### config.mk
export PLATFORM = sky130hd
export DESIGN_NAME = if_id_buf
export DESIGN_NICKNAME = d
export VERILOG_FILES = /design/src/rtl/if_id_buf_pkg.sv /design/src/rtl/if_id_ctrl.sv /design/src/rtl/if_id_buf.sv
export SDC_FILE = /design/constraint.sdc
export NUM_CORES = 1
export LEC_CHECK = 0
export ABC_AREA = 0
export CAP_MARGIN = 20
export CORE_ASPECT_RATIO = 0.75
export CORE_UTILIZATION = 35
export DETAILED_ROUTE_END_ITERATION = 12
export GPL_TIMING_DRIVEN = 1
export SLEW_MARGIN = 40
export SYNTH_ARGS = -nofsm -noshare
export SYNTH_HDL_FRONTEND = slang
export SYNTH_SLANG_ARGS = --single-unit
### constraint.sdc
create_clock -name clk_i -period 5.7 [get_ports clk_i]
set_clock_uncertainty 0.2 [all_clocks]
set_input_delay 1.14 -clock clk_i [delete_from_list [all_inputs] [get_ports clk_i]]
set_output_delay 1.14 -clock clk_i [all_outputs]
set_load 0.05 [all_outputs]
### src/rtl/if_id_buf_pkg.sv
// Shared widths and count helpers for the fetch/decode elastic buffer.
// Optional zero-latency bypass is enabled by defining IF_ID_BYPASS_EN.
package if_id_buf_pkg;

    localparam int PC_WIDTH    = 32;
    localparam int INSTR_WIDTH = 32;
    localparam int IF_ID_DEPTH = 2;

    typedef logic [1:0] cnt_t;

    localparam cnt_t CNT_EMPTY = 2'd0;
    localparam cnt_t CNT_FULL  = 2'd2;

    // Simultaneous push and pop leaves the occupancy unchanged
    function automatic cnt_t next_cnt(input cnt_t cnt, input logic push, input logic pop);
        cnt_t result;
        result = cnt;
        if (push && !pop)
            result = cnt + 2'd1;
        else if (pop && !push)
            result = cnt - 2'd1;
        return result;
    endfunction

endpackage

### src/rtl/if_id_ctrl.sv
// Pointer/count state and ready/valid generation for the IF/ID buffer.
// IF_ID_BYPASS_EN adds an empty-buffer pass-through of the fetch handshake.
module if_id_ctrl
    import if_id_buf_pkg::*;
(
    input  logic clk_i,
    input  logic rst_i,
    input  logic flush_i,
    input  logic if_valid_i,
    input  logic id_ready_i,
    output logic if_ready_o,
    output logic id_valid_o,
    output logic wr_en_o,
`ifdef IF_ID_BYPASS_EN
    output logic bypass_o,
`endif
    output logic wptr_o,
    output logic rptr_o
);

    cnt_t cnt;
    logic wptr;
    logic rptr;
    logic buf_valid;
    logic push;
    logic pop;

    // Ready depends only on occupancy so decode stalls never reach fetch combinationally
    always_comb begin
        if_ready_o = (cnt != CNT_FULL);
        buf_valid  = (cnt != CNT_EMPTY);
        push       = if_valid_i & if_ready_o;
        pop        = buf_valid & id_ready_i;
`ifdef IF_ID_BYPASS_EN
        bypass_o   = (cnt == CNT_EMPTY) & ~flush_i;
        id_valid_o = bypass_o ? if_valid_i : buf_valid;
        wr_en_o    = push & ~flush_i & ~(bypass_o & id_ready_i);
`else
        id_valid_o = buf_valid;
        wr_en_o    = push & ~flush_i;
`endif
    end

    // Flush wins over any handshake in the same cycle
    always_ff @(posedge clk_i or posedge rst_i) begin
        if (rst_i) begin
            cnt  <= CNT_EMPTY;
            wptr <= 1'b0;
            rptr <= 1'b0;
        end else if (flush_i) begin
            cnt  <= CNT_EMPTY;
            wptr <= 1'b0;
            rptr <= 1'b0;
        end else begin
            cnt <= next_cnt(cnt, wr_en_o, pop);
            if (wr_en_o)
                wptr <= ~wptr;
            if (pop)
                rptr <= ~rptr;
        end
    end

    assign wptr_o = wptr;
    assign rptr_o = rptr;

endmodule

### src/rtl/if_id_buf.sv
// Two-entry elastic buffer carrying {pc, instr, prdt_taken} from fetch to decode.
// Define IF_ID_BYPASS_EN for zero-cycle latency when the buffer is empty.
module if_id_buf
    import if_id_buf_pkg::*;
#(
    parameter int PC_W    = PC_WIDTH,
    parameter int INSTR_W = INSTR_WIDTH
) (
    input  logic               clk_i,
    input  logic               rst_i,
    input  logic               flush_i,
    input  logic               if_valid_i,
    output logic               if_ready_o,
    input  logic [PC_W-1:0]    if_pc_i,
    input  logic [INSTR_W-1:0] if_instr_i,
    input  logic               if_prdt_taken_i,
    output logic               id_valid_o,
    input  logic               id_ready_i,
    output logic [PC_W-1:0]    id_pc_o,
    output logic [INSTR_W-1:0] id_instr_o,
    output logic               id_prdt_taken_o
);

    logic [PC_W-1:0]    pc_q    [IF_ID_DEPTH];
    logic [INSTR_W-1:0] instr_q [IF_ID_DEPTH];
    logic               prdt_q  [IF_ID_DEPTH];
    logic               wr_en;
    logic               wptr;
    logic               rptr;
`ifdef IF_ID_BYPASS_EN
    logic               bypass;
`endif

    if_id_ctrl u_ctrl (
        .clk_i      (clk_i),
        .rst_i      (rst_i),
        .flush_i    (flush_i),
        .if_valid_i (if_valid_i),
        .id_ready_i (id_ready_i),
        .if_ready_o (if_ready_o),
        .id_valid_o (id_valid_o),
        .wr_en_o    (wr_en),
`ifdef IF_ID_BYPASS_EN
        .bypass_o   (bypass),
`endif
        .wptr_o     (wptr),
        .rptr_o     (rptr)
    );

    // Entry data is cleared only by reset; a flush just rewinds the pointers
    always_ff @(posedge clk_i or posedge rst_i) begin
        if (rst_i) begin
            for (int i = 0; i < IF_ID_DEPTH; i++) begin
                pc_q[i]    <= '0;
                instr_q[i] <= '0;
                prdt_q[i]  <= 1'b0;
            end
        end else if (wr_en) begin
            pc_q[wptr]    <= if_pc_i;
            instr_q[wptr] <= if_instr_i;
            prdt_q[wptr]  <= if_prdt_taken_i;
        end
    end

    always_comb begin
        id_pc_o         = pc_q[rptr];
        id_instr_o      = instr_q[rptr];
        id_prdt_taken_o = prdt_q[rptr];
`ifdef IF_ID_BYPASS_EN
        if (bypass) begin
            id_pc_o         = if_pc_i;
            id_instr_o      = if_instr_i;
            id_prdt_taken_o = if_prdt_taken_i;
        end
`endif
    end

endmodule
Word level (Yosys, flattened, before mapping)
Index checks and enable logic that the tools add are counted.
{ "totals": {"reg_bits": 134, "in_bits": 70, "out_inout_bits": 67, "wordCells": 55} }
{ "op_classes": {"n_addsub": 2, "order_cmp": 3, "eq_ne": 1, "mux": 23, "bitwise_logic": 8, "n_reduce_logical": 9} }
{ "ops": {"columns": ["operator", "n"], "rows": [
  ["$mux W32", 7],
  ["$bwmux W64", 2],
  ["$demux W32 S1", 1],
  ["$mux W1", 8],
  ["$mux W2", 3],
  ["$reduce_bool A2 Y1", 3],
  ["$ge A2 B2 Y1 const B", 2],
  ["$not A1 Y2", 2],
  ["$and A1 B1 Y1", 3],
  ["$logic_and A1 B1 Y1", 3],
  ["$not A1 Y1", 3],
  ["$reduce_bool A3 Y1", 1],
  ["$add A2 B1 Y2 const B", 1],
  ["$bwmux W2", 1],
  ["$logic_not A1 Y1", 2],
  ["$lt A2 B1 Y1 const B", 1],
  ["$ne A2 B2 Y1 const B", 1],
  ["$sub A2 B1 Y2 const B", 1],
  ["$demux W1 S1", 1]
]} }

Longest topological paths before layout
{ "depth": {"word_depth": 8, "mapped_depth": 6} }

Cells and area by module
Synthesis repeated with hierarchy kept, for this count alone.
{ "unflattened": {"cells_unflattened": 374, "area_unflattened_um2": 5868.1} }
{ "modules_own_cells": {"columns": ["module", "n_inst", "cells_each", "area_each_um2"], "rows": [
  ["if_id_buf", 1, 349, 5636.7],
  ["if_id_ctrl", 1, 25, 231.5]
]} }

Worst setup path before layout
Ideal clock, no wire load.
{ "synth_timing": {"path_type": "reg-to-output", "from": "reg u_ctrl.rptr (netlist: u_ctrl.rptr_o)", "to": "out id_instr_o[11]", "arrival_ns": 1.366, "required_time_ns": 4.360, "slack_ns": 2.994, "path_stages_with_launch": 4, "cell_sequence": "dfrtp_1 clkbuf_1 buf_2 mux2_2"} }
{ "synth_via": {"elab_chain_len": 4} }
{ "synth_rtl": {"columns": ["element", "line", "text"], "rows": [
  ["start, declared", "if_id_ctrl.sv:23", "logic rptr;"],
  ["start signal, assigned", "if_id_ctrl.sv:59", "rptr <= ~rptr;"],
  ["$not A1 Y2 (implied by the code)", "if_id_buf.sv:67", "id_instr_o = instr_q[rptr];"],
  ["$mux W32 (implied by the code) (3 in series)", "if_id_buf.sv:67", null],
  ["end, declared", "if_id_buf.sv:20", "output logic [INSTR_W-1:0] id_instr_o,"]
]} }
No other way between the ends. The select of a mux whose other input is x is not followed.

Worst setup path after layout
{ "layout_timing": {"from": "reg u_ctrl.rptr (netlist: u_ctrl.rptr_o)", "to": "out id_pc_o[9]"} }
{ "layout_via": {"elab_chain_len": 4} }
{ "layout_rtl": {"columns": ["element", "line", "text"], "rows": [
  ["$not A1 Y2 (implied by the code)", "if_id_buf.sv:66", "id_pc_o = pc_q[rptr];"],
  ["$mux W32 (implied by the code) (3 in series)", "if_id_buf.sv:66", null],
  ["end, declared", "if_id_buf.sv:19", "output logic [PC_W-1:0] id_pc_o,"]
]} }
No other way between the ends. The select of a mux whose other input is x is not followed.

==> metrics.txt <==
list of most frequent post-synthesis cells 135 x mux2_2, 134 x dfrtp_1, 60 x mux2_1; Crit Path Category flop to primary output; setup violators final 0; total CTS buffers 17; synth warn 0; fin nets 584; hold depth 1; post-synthesis register bit count 134; setup_tns 0 ns; largest net degree at the start of global routing 62; clk_lat worst skew 0.41 ns; Worst Hold Launch pc_q[41]; routability cong. 0.716; post-synth top area share 57.2%; crit path capture type primary output; top_reg_cell synth dfrtp_1; Overflow after GRT 0; Rel. slew slack 61.6%; Post-synth EDFFs 0; flop2flop setup slack about 3.6 ns; Clock transition at path regs 0.05 ns; port buffer count roughly 140; vias in the first global route 3,898; Hold-fix buffers, CTS 0; Worst path slowest cell clkdlybuf4s50_1; Pre-Repair DR Iteration Count 4; syn avg cell area ~16 sq um; fin crit share a little over two thirds; Peak Freq approximately 250 MHz; r2r endpoint pc_q[3]; Crit path required time 4.36 ns; # IOs 137; Final Hold Violating Endpoints 0; asr flop ratio synth 100%; CTS tree yes; Area contributors post-synth dfrtp_1 57%, mux2_2 26%, mux2_1 12%, buf_6 1.9%, buf_2 0.51%; clk root buf clkbuf_16; max incr delay on CP 0.70 ns; largest area contributor in the synthesized netlist dfrtp_1; first-pass GRT wire length 20.2 mm; CP Max Fanout 34; initial drt markers 78; Synth Cell Area just under 6000 sq um; syn_nets approximately 440; CP cell instances buf_4, mux2_2, clkdlybuf4s50_1; unrepaired setup endpoints after global routing false; sequential element share of the synthesized area 57.2%; pwr dens 444 nW/um^2; DIE HEIGHT 114 microns; Cell Rows 40; Startpoint Class flop; fin. max-slew vios 0; count of cell types in the netlist 23; Tightest Pin Transition roughly 0.58 ns; final WL ~13 mm; CP Data Arrival Time 2.68 ns; DP Worst Slack 2.07 ns; Tmin final slightly above 4 ns; Residual DRC 0; initial antenna violation count 1; Syn-to-layout area delta 36.7%; Detail Route Antenna Nets 0; CP Depth 3; Initial Util 36.2%; core area roughly 16,000 sq um; VDD IR max 237 uV; total of max-cap violations 0; end of the worst hold path pc_q[41]; number of H-tree levels 4; FILL cells 1,421; Post-Synthesis Cells 372; clock buffer depth 2; Hold WC Path Type flop to flop; number of post-CTS setup repair buffers 0; gr usage total 15.7%; Die Wd about 150 microns; fraction of layout cells with a size suffix above 1 between 30 and 40%; Post-Route Utilization 49.4%; routed via count ~3,500; reg2reg path depth 5; status finished clean; cell family with most CP delay buffers and inverters; worst setup margin 1.68 ns; vias per cell 4.81; Bufs and invs on worst path 2; Post-CTS Resized 0; count leader, synth mux2_2; r2r startpoint u_ctrl.cnt[1]; routed len/inst between 15 and 20 microns; die area 17,300 sq um; Num Clock Sinks 134; HPWL after DPL ~8.4 mm; Leakage 3.31 nW
## cells by family after synthesis
family / share of synthesized area [%]
XOR/XNOR: 0.149
AO/OA/AOI/OAI: 0.768
buffers and inverters: 3.07
flip-flops: 57.2
multiplexers: 37.6
AND/OR/NAND/NOR: 1.24
## stage by stage
stage | hold WS [ns] | power (mW) | cells | area [sq um]
detailed placement | 0.272 | 2.46 | 705 | 7390
finish | 0.277 | 3.56 | 738 | 8020
global route | 0.294 | 3.73 | 737 | 8020
floorplan | 0.254 | 2.11 | 372 | 5870
CTS | 0.285 | 3.61 | 737 | 8010
global placement | 0.263 | 2.43 | 705 | 7390
## flip-flops by register name (all words and copies together) (netlist names)
register	count
instr_q	64
pc_q	64
prdt_q	2
u_ctrl.cnt	2
u_ctrl.rptr_o	1
u_ctrl.wptr_o	1
## layout by cell type, fill, tap and decap left out, drive strengths merged
| master | count |
|---|---|
| dfrtp | 134 |
| mux2 | 195 |
| a21oi | 4 |
| a21o | 1 |
| nand4b | 1 |
| inv | 3 |
| clkdlybuf4s50 | 136 |
| o21ai | 2 |
| xor2 | 1 |
| nor3b | 1 |
| diode | 1 |
| nor2 | 1 |
| o211ai | 1 |
| mux2i | 1 |
| buf | 8 |
| clkinvlp | 3 |
| or3 | 1 |
| clkinv | 5 |
| nand3b | 1 |
| or2 | 2 |
| nor2b | 1 |
| bufinv | 3 |
| nor4 | 1 |
| clkbuf | 21 |
## metal layers
metal	part of all wire (%)	GRT usage (%)	routed length, microns	vias to the layer above
met5	0	0	0	-
met4	0.63	3.40	80	0
met3	9.2	7.65	1180	10
met2	46	23.5	5850	95
met1	44	20.4	5680	1804
li1	-	-	-	1638
## worst reg2reg max path, cell delays in order, from the launching register on
cell and delay [ns]:
dfrtp_1 0.45, nor2b_4 0.25, inv_2 0.08, nand4b_1 0.12
buf_4 0.47, mux2_2 0.45
## layout make-up
class                      instances  area [sq um]  area share (%)
multi-input combinational        214          2340            29.2
inverter                           3          16.3           0.203
tap                              210           263            3.28
clock buffer                      21           470            5.87
sequential                       134          3350            41.8
timing repair buffer             144          1420            17.7
antenna                            1          2.50          0.0312
clock inverter                    11           149            1.86
## worst max-delay path by stage
stage	startpoint	endpoint	slack, ns
6_report	u_ctrl.rptr_o	id_pc_o[9]	1.68
5_1_grt	u_ctrl.rptr_o	id_pc_o[5]	1.55
4_1_cts	u_ctrl.rptr_o	id_pc_o[8]	1.62
3_5_place_dp	u_ctrl.rptr_o	id_pc_o[8]	2.07
3_3_place_gp	u_ctrl.rptr_o	id_pc_o[8]	2.09
2_1_floorplan	rst_i	instr_q[0]	0.78
## report_power, final
part           total, mW  internal [mW]  leakage [nW]  switching, mW
Sequential          1.30           1.18          1.60          0.112
Combinational       1.14          0.497          1.41          0.644
Clock               1.12          0.723         0.295          0.399
Power figures use the tool's default switching activity.
